--- config.mk ---
export PLATFORM = sky130hd
export DESIGN_NAME = cpp_internal_int_to_double_interp_convert_flat
export DESIGN_NICKNAME = d
export VERILOG_FILES = /design/src/rtl/cpp_internal_int_to_double_interp_convert_if.sv /design/src/rtl/cpp_internal_int_to_double_interp_convert.sv /design/src/flat_wrapper.sv
export SDC_FILE = /design/constraint.sdc
export NUM_CORES = 1
export LEC_CHECK = 0
export CAP_MARGIN = 10
export CORE_AREA = 2 2 98 100
export DETAILED_ROUTE_END_ITERATION = 7
export DIE_AREA = 0 0 100 102
export PLACE_DENSITY = 0.91
export SLEW_MARGIN = 20
export SYNTH_ARGS = -nofsm -noshare
export SYNTH_HDL_FRONTEND = slang
export SYNTH_SLANG_ARGS = --single-unit
--- constraint.sdc ---
create_clock -name clk -period 3.6 [get_ports clk]
set_input_delay 0.72 -clock clk [delete_from_list [all_inputs] [get_ports clk]]
set_output_delay 0.72 -clock clk [all_outputs]
set_load 0.02 [all_outputs]
--- src/rtl/cpp_internal_int_to_double_interp_convert_if.sv ---
// Signal bundle between the integer driver and the int-to-double converter.
// Protocol: the driver flips update_in (either direction) to request a conversion of in;
// the converter flips update_out to the captured update_in level on the same edge out is updated.
interface cpp_internal_int_to_double_interp_convert_if;
  logic [31:0] in;
  logic        update_in;
  logic [63:0] out;
  logic        update_out;
  logic        busy;

  modport master (
    output in,
    output update_in,
    input  out,
    input  update_out,
    input  busy
  );

  modport slave (
    input  in,
    input  update_in,
    output out,
    output update_out,
    output busy
  );
endinterface

--- src/rtl/cpp_internal_int_to_double_interp_convert.sv ---
// Integer to IEEE-754 double bit pattern, one normalizing shift per clock.
// Every 32-bit integer fits a double's mantissa exactly, so no rounding stage exists.
module cpp_internal_int_to_double_interp_convert #(
  parameter bit SIGNED_IN = 1'b1
) (
  input  logic clk,
  input  logic rst_n,
  cpp_internal_int_to_double_interp_convert_if.slave bus,
  output logic [1:0] dbg_state
);

  typedef enum logic [1:0] {
    IDLE = 2'd0,
    NORM = 2'd1,
    PACK = 2'd2
  } state_e;

  state_e      state_q, state_d;
  logic        update_q, update_d;
  logic        sign_q, sign_d;
  logic [31:0] mag_q, mag_d;
  logic [10:0] exp_q, exp_d;
  logic [63:0] out_q, out_d;
  logic        update_out_q, update_out_d;
  logic        busy_q, busy_d;

  logic        in_neg;
  logic [31:0] in_mag;

  always_comb begin
    state_d      = state_q;
    update_d     = update_q;
    sign_d       = sign_q;
    mag_d        = mag_q;
    exp_d        = exp_q;
    out_d        = out_q;
    update_out_d = update_out_q;
    busy_d       = busy_q;

    // -2^31 negates to 0x80000000, which is still the correct unsigned magnitude.
    in_neg = SIGNED_IN && bus.in[31];
    in_mag = in_neg ? (32'd0 - bus.in) : bus.in;

    case (state_q)
      IDLE: begin
        if (bus.update_in != update_q) begin
          update_d = bus.update_in;
          sign_d   = in_neg;
          mag_d    = in_mag;
          exp_d    = 11'd1054;
          busy_d   = 1'b1;
          state_d  = NORM;
        end
      end
      NORM: begin
        if ((mag_q == 32'd0) || mag_q[31]) begin
          state_d = PACK;
        end else begin
          mag_d = {mag_q[30:0], 1'b0};
          exp_d = exp_q - 11'd1;
        end
      end
      PACK: begin
        // Zero is always posted as +0.0, regardless of the captured sign.
        if (mag_q == 32'd0) begin
          out_d = 64'h0;
        end else begin
          out_d = {sign_q, exp_q, mag_q[30:0], 21'b0};
        end
        update_out_d = update_q;
        busy_d       = 1'b0;
        state_d      = IDLE;
      end
      default: begin
        state_d = IDLE;
        busy_d  = 1'b0;
      end
    endcase
  end

  always_ff @(posedge clk or negedge rst_n) begin
    if (!rst_n) begin
      state_q      <= IDLE;
      update_q     <= 1'b0;
      sign_q       <= 1'b0;
      mag_q        <= 32'd0;
      exp_q        <= 11'd0;
      out_q        <= 64'h0;
      update_out_q <= 1'b0;
      busy_q       <= 1'b0;
    end else begin
      state_q      <= state_d;
      update_q     <= update_d;
      sign_q       <= sign_d;
      mag_q        <= mag_d;
      exp_q        <= exp_d;
      out_q        <= out_d;
      update_out_q <= update_out_d;
      busy_q       <= busy_d;
    end
  end

  assign bus.out        = out_q;
  assign bus.update_out = update_out_q;
  assign bus.busy       = busy_q;
  assign dbg_state      = state_q;

endmodule

--- src/flat_wrapper.sv ---
// flat-port wrapper written by rule: the top's interface ports become plain ports
module cpp_internal_int_to_double_interp_convert_flat 
#(
  parameter bit SIGNED_IN = 1'b1
)
  (clk, rst_n, dbg_state, bus_in, bus_update_in, bus_out, bus_update_out, bus_busy);
  cpp_internal_int_to_double_interp_convert_if bus_i ();
  input  logic clk;
  input  logic rst_n;
  output logic [1:0] dbg_state;
  input wire logic [$bits(bus_i.in)-1:0] bus_in;
  input wire logic [$bits(bus_i.update_in)-1:0] bus_update_in;
  output wire logic [$bits(bus_i.out)-1:0] bus_out;
  output wire logic [$bits(bus_i.update_out)-1:0] bus_update_out;
  output wire logic [$bits(bus_i.busy)-1:0] bus_busy;
  assign bus_i.in = bus_in;
  assign bus_i.update_in = bus_update_in;
  assign bus_out = bus_i.out;
  assign bus_update_out = bus_i.update_out;
  assign bus_busy = bus_i.busy;
  cpp_internal_int_to_double_interp_convert #(.SIGNED_IN(SIGNED_IN)) u_core (.clk(clk), .rst_n(rst_n), .bus(bus_i), .dbg_state(dbg_state));
endmodule
After elaboration in Yosys (flattened, before gate mapping)

Index checks and enable logic that the tools add are counted.

Register bits: 113
Input bits: 35
Output and inout bits: 68
Word-level logic and storage cells: 38

Add/subtract/negate cells: 2
Eq/ne operators: 6
Muxes and demuxes: 13
Bitwise operators: 1
Reduce and logical (&&, ||, !) cells: 8

Operators by type and width:

| operator                                                             | number |
|---|---|
| 32-bit two-way mux                                                   | 3 |
| 64-bit two-way mux                                                   | 1 |
| 32-bit one-hot mux with 2 select lines                               | 1 |
| 32-bit zero test                                                     | 1 |
| 1-bit by 32-bit subtractor with 32-bit output, first input constant  | 1 |
| 11-bit two-way mux                                                   | 2 |
| 11-bit one-hot mux with 2 select lines                               | 1 |
| 11-bit by 1-bit subtractor with 11-bit output, second input constant | 1 |
| 2-bit AND reduction                                                  | 3 |
| 2-bit two-way mux                                                    | 2 |
| 2-bit by 1-bit != test with 1-bit output, second input constant      | 2 |
| 2-bit one-hot mux with 2 select lines                                | 1 |
| 3-bit AND reduction                                                  | 1 |
| 2-bit by 1-bit == test with 1-bit output, second input constant      | 1 |
| 2-bit == test, second input constant                                 | 1 |
| 2-bit zero test                                                      | 1 |
| 2-bit != test, second input constant                                 | 1 |
| 1-bit one-hot mux with 2 select lines                                | 1 |
| 2-bit nonzero test                                                   | 1 |
| 1-bit logical OR                                                     | 1 |
| 1-bit two-way mux                                                    | 1 |
| 1-bit != test                                                        | 1 |
| 1-bit NOT                                                            | 1 |

Depth between registers and ports, before layout

Depth in word-level cells: 4
Mapped depth: 8
Mapped depth without buffers: 7

Least setup slack after synthesis

No wires, ideal clock.

Kind: input to register
From: input port bus_in[0]
To: register u_core.mag_q[30]
Library setup time: 0.122 ns
Arrival: 2.665 ns
Required time: 3.478 ns
Path slack: 0.813 ns
Stages on the path: 8
Buffers on the path: 1
Cell sequence: inv_1 > ha_1 > or3b_1 > clkbuf_1 > or4_4 > or4_1 > a21oi_1 > o2bb2ai_1

Longest elaborated chain between the ends: 4

Ends and longest elaborated chain:

| item                                          | RTL line                                        | text |
|---|---|---|
| from (decl)                                   | flat_wrapper.sv:11                              | `input wire logic [$bits(bus_i.in)-1:0] bus_in;` |
| 1-bit by 32-bit subtractor with 32-bit output | cpp_internal_int_to_double_interp_convert.sv:42 | `in_mag = in_neg ? (32'd0 - bus.in) : bus.in;` |
| 32-bit two-way mux                            | cpp_internal_int_to_double_interp_convert.sv:42 |  |
| 32-bit two-way mux                            | cpp_internal_int_to_double_interp_convert.sv:46 | `if (bus.update_in != update_q) begin` |
| 32-bit one-hot mux with 2 select lines        | cpp_internal_int_to_double_interp_convert.sv:44 | `case (state_q)` |
| to (signal assigned)                          | cpp_internal_int_to_double_interp_convert.sv:95 | `mag_q <= mag_d;` |
| to (decl)                                     | cpp_internal_int_to_double_interp_convert.sv:21 | `logic [31:0] mag_q, mag_d;` |

Every way passes these cells. The select of a mux whose other input is x is not followed.
A chain may end at the register's enable or synchronous reset.

Final worst setup path

Ends and elaborated chain as after synthesis.

==> results.cfg <==
[status]
status = finished clean

[setup_path]
criticalPathCategory = input port to flop
r2r_cells = 6
start_kind = input port
crit_fanout = 6
crit_path_end_kind = flop
required_ns = 3.85
crit_arrival_ns = 3.30

[pwr]
p_per_area_nw_per_um2 = 859
cellLeakagePower_nw = 2.48
seqPwrFrac = 0.363
swShare = 0.403
power_frac_clock = 0.153
switching_power_mw = 2.07
ir_drop_mv = 0.382
power.internal_mw = 3.05
p_comb_frac = 0.485
totalPowerFinal_mw = 5.12

[place]
place_ws_ns = 0.210
io_buffers = 81
dpl.hpwl_um = 8920
gp_congestion = 0.894
placed_cells = 669

[timing]
setup_viol = 0
hold_viol = 0
fin_ws_ns = 0.552
slew_headroom = 0.469
rsz0062_at_grt = no
fmax_mhz = 328
holdWs_ns = 0.339
worstMarginPinSlew_ns = 0.793
drv_slew = 0
final.setup_skew_ns = 0.00878
post-route-period-util = 0.847
min_period_ns = 3.05
finalSetupTns_ns = 0

[clock_network]
clk_pin_slew_ns = 0.09
postCtsSetupBuffers = 0
clock_latency_ns = 0.36
htree_levels = 3
cts.sinks = 92
cts_max_path_buffers = 2
hold_buffers = 0
cts_root_buf = clkbuf_8
cts_resized = 0
cts_inserted_buffers = 9
cts_tree = done

[yosys]
postSynthCellCount = 498
synthArstFlopShare = 1.00
synth_edf_count = 0
ys_ff_latch = 92
ys_seq_area_frac = 0.470
syn_area_um2 = 4900
synthFlopType = dfrtp_1
syn_area_per_cell_um2 = 9.84
ys_types = 49
yosysWarnings = 0
synth_top_area_cell = dfrtp_1
synth_top_area_share = 0.470
yosys-top-cells-area = dfrtp_1 (47%), mux2_2 (6.7%), o21ai_0 (4.8%), a22o_1 (4.1%), buf_4 (3.4%)

[detailed_routing]
first_iter_violations = 382
via_per_inst = 6.16
wire_per_inst_um = 18.2
wirelength_um = 12500
drc = 0
firstDrtPassIters = 5
drtAntennaViolNets = 0
vias = 4217

[floorplan]
start_util = 0.538
die_h_um = 102
dieWidth_um = 100
die-area_um2 = 10200
core_um2 = 9110
num_rows = 35
io_pins = 103

[finish]
instances_no_fill = 685
n_antenna_cell = 0
nNetsFinal = 606
multiInputGateArea_um2 = 2310
regArea_um2 = 2300
layout-drive-gt1-share = 0.122
syn_to_final_growth_pct = 21.7
fillCellCount = 704

[hold_path]
hp-class = input port to async pin

[global_routing]
grt_pass1_vias = 4123
grt_pass1_wl_um = 20600
grt_antenna_before_repair = 0
grt_overflow = 0
grt_max_degree = 46
grt_usage = 0.256

[run]
maxCapViolCount = 0
## power by group through the flow
stage / combinational (mW) / clock (mW) / sequential, mW
4_1_cts: 2.48 / 0.796 / 1.85
3_3_place_gp: 2.37 / 0 / 1.84
6_report: 2.48 / 0.781 / 1.86
3_5_place_dp: 2.46 / 0 / 1.87
2_1_floorplan: 1.27 / 0 / 2.08
5_1_grt: 2.69 / 0.835 / 1.92
## through the flow
stage | instance area [µm²] | util
floorplan | 4970 | -
global placement | 5740 | 0.630
detailed placement | 5740 | 0.630
CTS | 5960 | 0.655
global route | 5960 | 0.655
finish | 5960 | 0.655
## registers in the layout, summed over array words and instances, names as in the netlist
signal / cells
u_core.update_q: 1
u_core.exp_q: 11
u_core.dbg_state: 2
u_core.bus.busy: 1
u_core.bus.out: 43
u_core.bus.update_out: 1
u_core.sign_q: 1
u_core.mag_q: 32
## worst paths after layout
| kind | start | end | slack [ns] |
|---|---|---|---|
| worst min-delay path | rst_n | u_core.bus.out[52] | 0.34 |
| min in group clk | u_core.bus.out[38] | u_core.bus.out[38] | 0.49 |
| worst min register to register | u_core.bus.out[38] | u_core.bus.out[38] | 0.49 |
| max in group asynchronous | rst_n | u_core.bus.out[50] | 2.50 |
| worst max-delay path | bus_in[0] | u_core.mag_q[30] | 0.55 |
| worst max register to register | u_core.mag_q[9] | u_core.mag_q[6] | 1.14 |
## layout by cell type (no fill, tap or decap), types with 12 or more instances in the layout
master and count:
or3_1 12, inv_1 21, xor2_1 14, o21ai_0 47, a22o_1 23, conb_1 21
buf_4 14, a21oi_1 20, nor2_1 30, dfrtp_1 92, mux2_2 29, clkdlybuf4s50_1 80
nand2_1 33
## critical path: stages
cell and delay, ns:
clkdlybuf4s50_1 0.48, inv_1 0.09, ha_1 0.18, or3b_1 0.47, or4_4 0.59, or4_1 0.52
a21oi_1 0.17, o2bb2ai_1 0.09
## metal layers
| layer | GRT usage | share of wire | vias up |
|---|---|---|---|
| met2 | 0.419 | 0.49 | 232 |
| li1 | - | - | 1921 |
| met4 | 0.109 | 0.022 | 0 |
| met1 | 0.342 | 0.42 | 2026 |
| met3 | 0.0417 | 0.070 | 38 |
| met5 | 0 | 0 | - |
## layout make-up
cell class                      instances  share of cell area
Clock buffer                           11              0.0237
Clock inverter                          5              0.0141
Multi-Input combinational cell        351               0.388
Timing Repair Buffer                   94               0.152
Tap cell                              111              0.0233
Inverter                               21              0.0132
Sequential cell                        92               0.386
## logic make-up after synthesis
logic type                 after synthesis  share of synthesized area
and+or+nand+nor                        141                      0.154
AOI/OAI and AO/OA                      135                      0.186
DFF                                     92                      0.470
buffers and inverters                   75                     0.0743
muxes                                   37                     0.0830
xor gates and xnor gates                15                     0.0268
adders and majority gates                2                    0.00511
other                                    1                   0.000766
## cell usage after synthesis, types with 2 or more instances
| cell | count |
|---|---|
| dfrtp_1 | 92 |
| o21ai_0 | 47 |
| nand2_1 | 33 |
| nor2_1 | 30 |
| clkbuf_1 | 29 |
| mux2_2 | 29 |
| a22o_1 | 23 |
| buf_4 | 22 |
| inv_1 | 21 |
| a21oi_1 | 20 |
| xor2_1 | 14 |
| or3_1 | 12 |
| nor3_1 | 10 |
| nor4_1 | 10 |
| nand3_1 | 9 |
| mux2i_1 | 8 |
| nand4_1 | 8 |
| nand2b_1 | 7 |
| a32o_1 | 6 |
| or4_1 | 6 |
| a211o_1 | 5 |
| o2111ai_1 | 5 |
| o31ai_1 | 5 |
| o41ai_1 | 5 |
| a31oi_1 | 4 |
| o211ai_1 | 4 |
| or4_4 | 4 |
| and2_1 | 3 |
| buf_1 | 3 |
| o311ai_0 | 3 |
| ha_1 | 2 |
| or2_2 | 2 |
No activity file was read; power rests on OpenSTA's default activity.
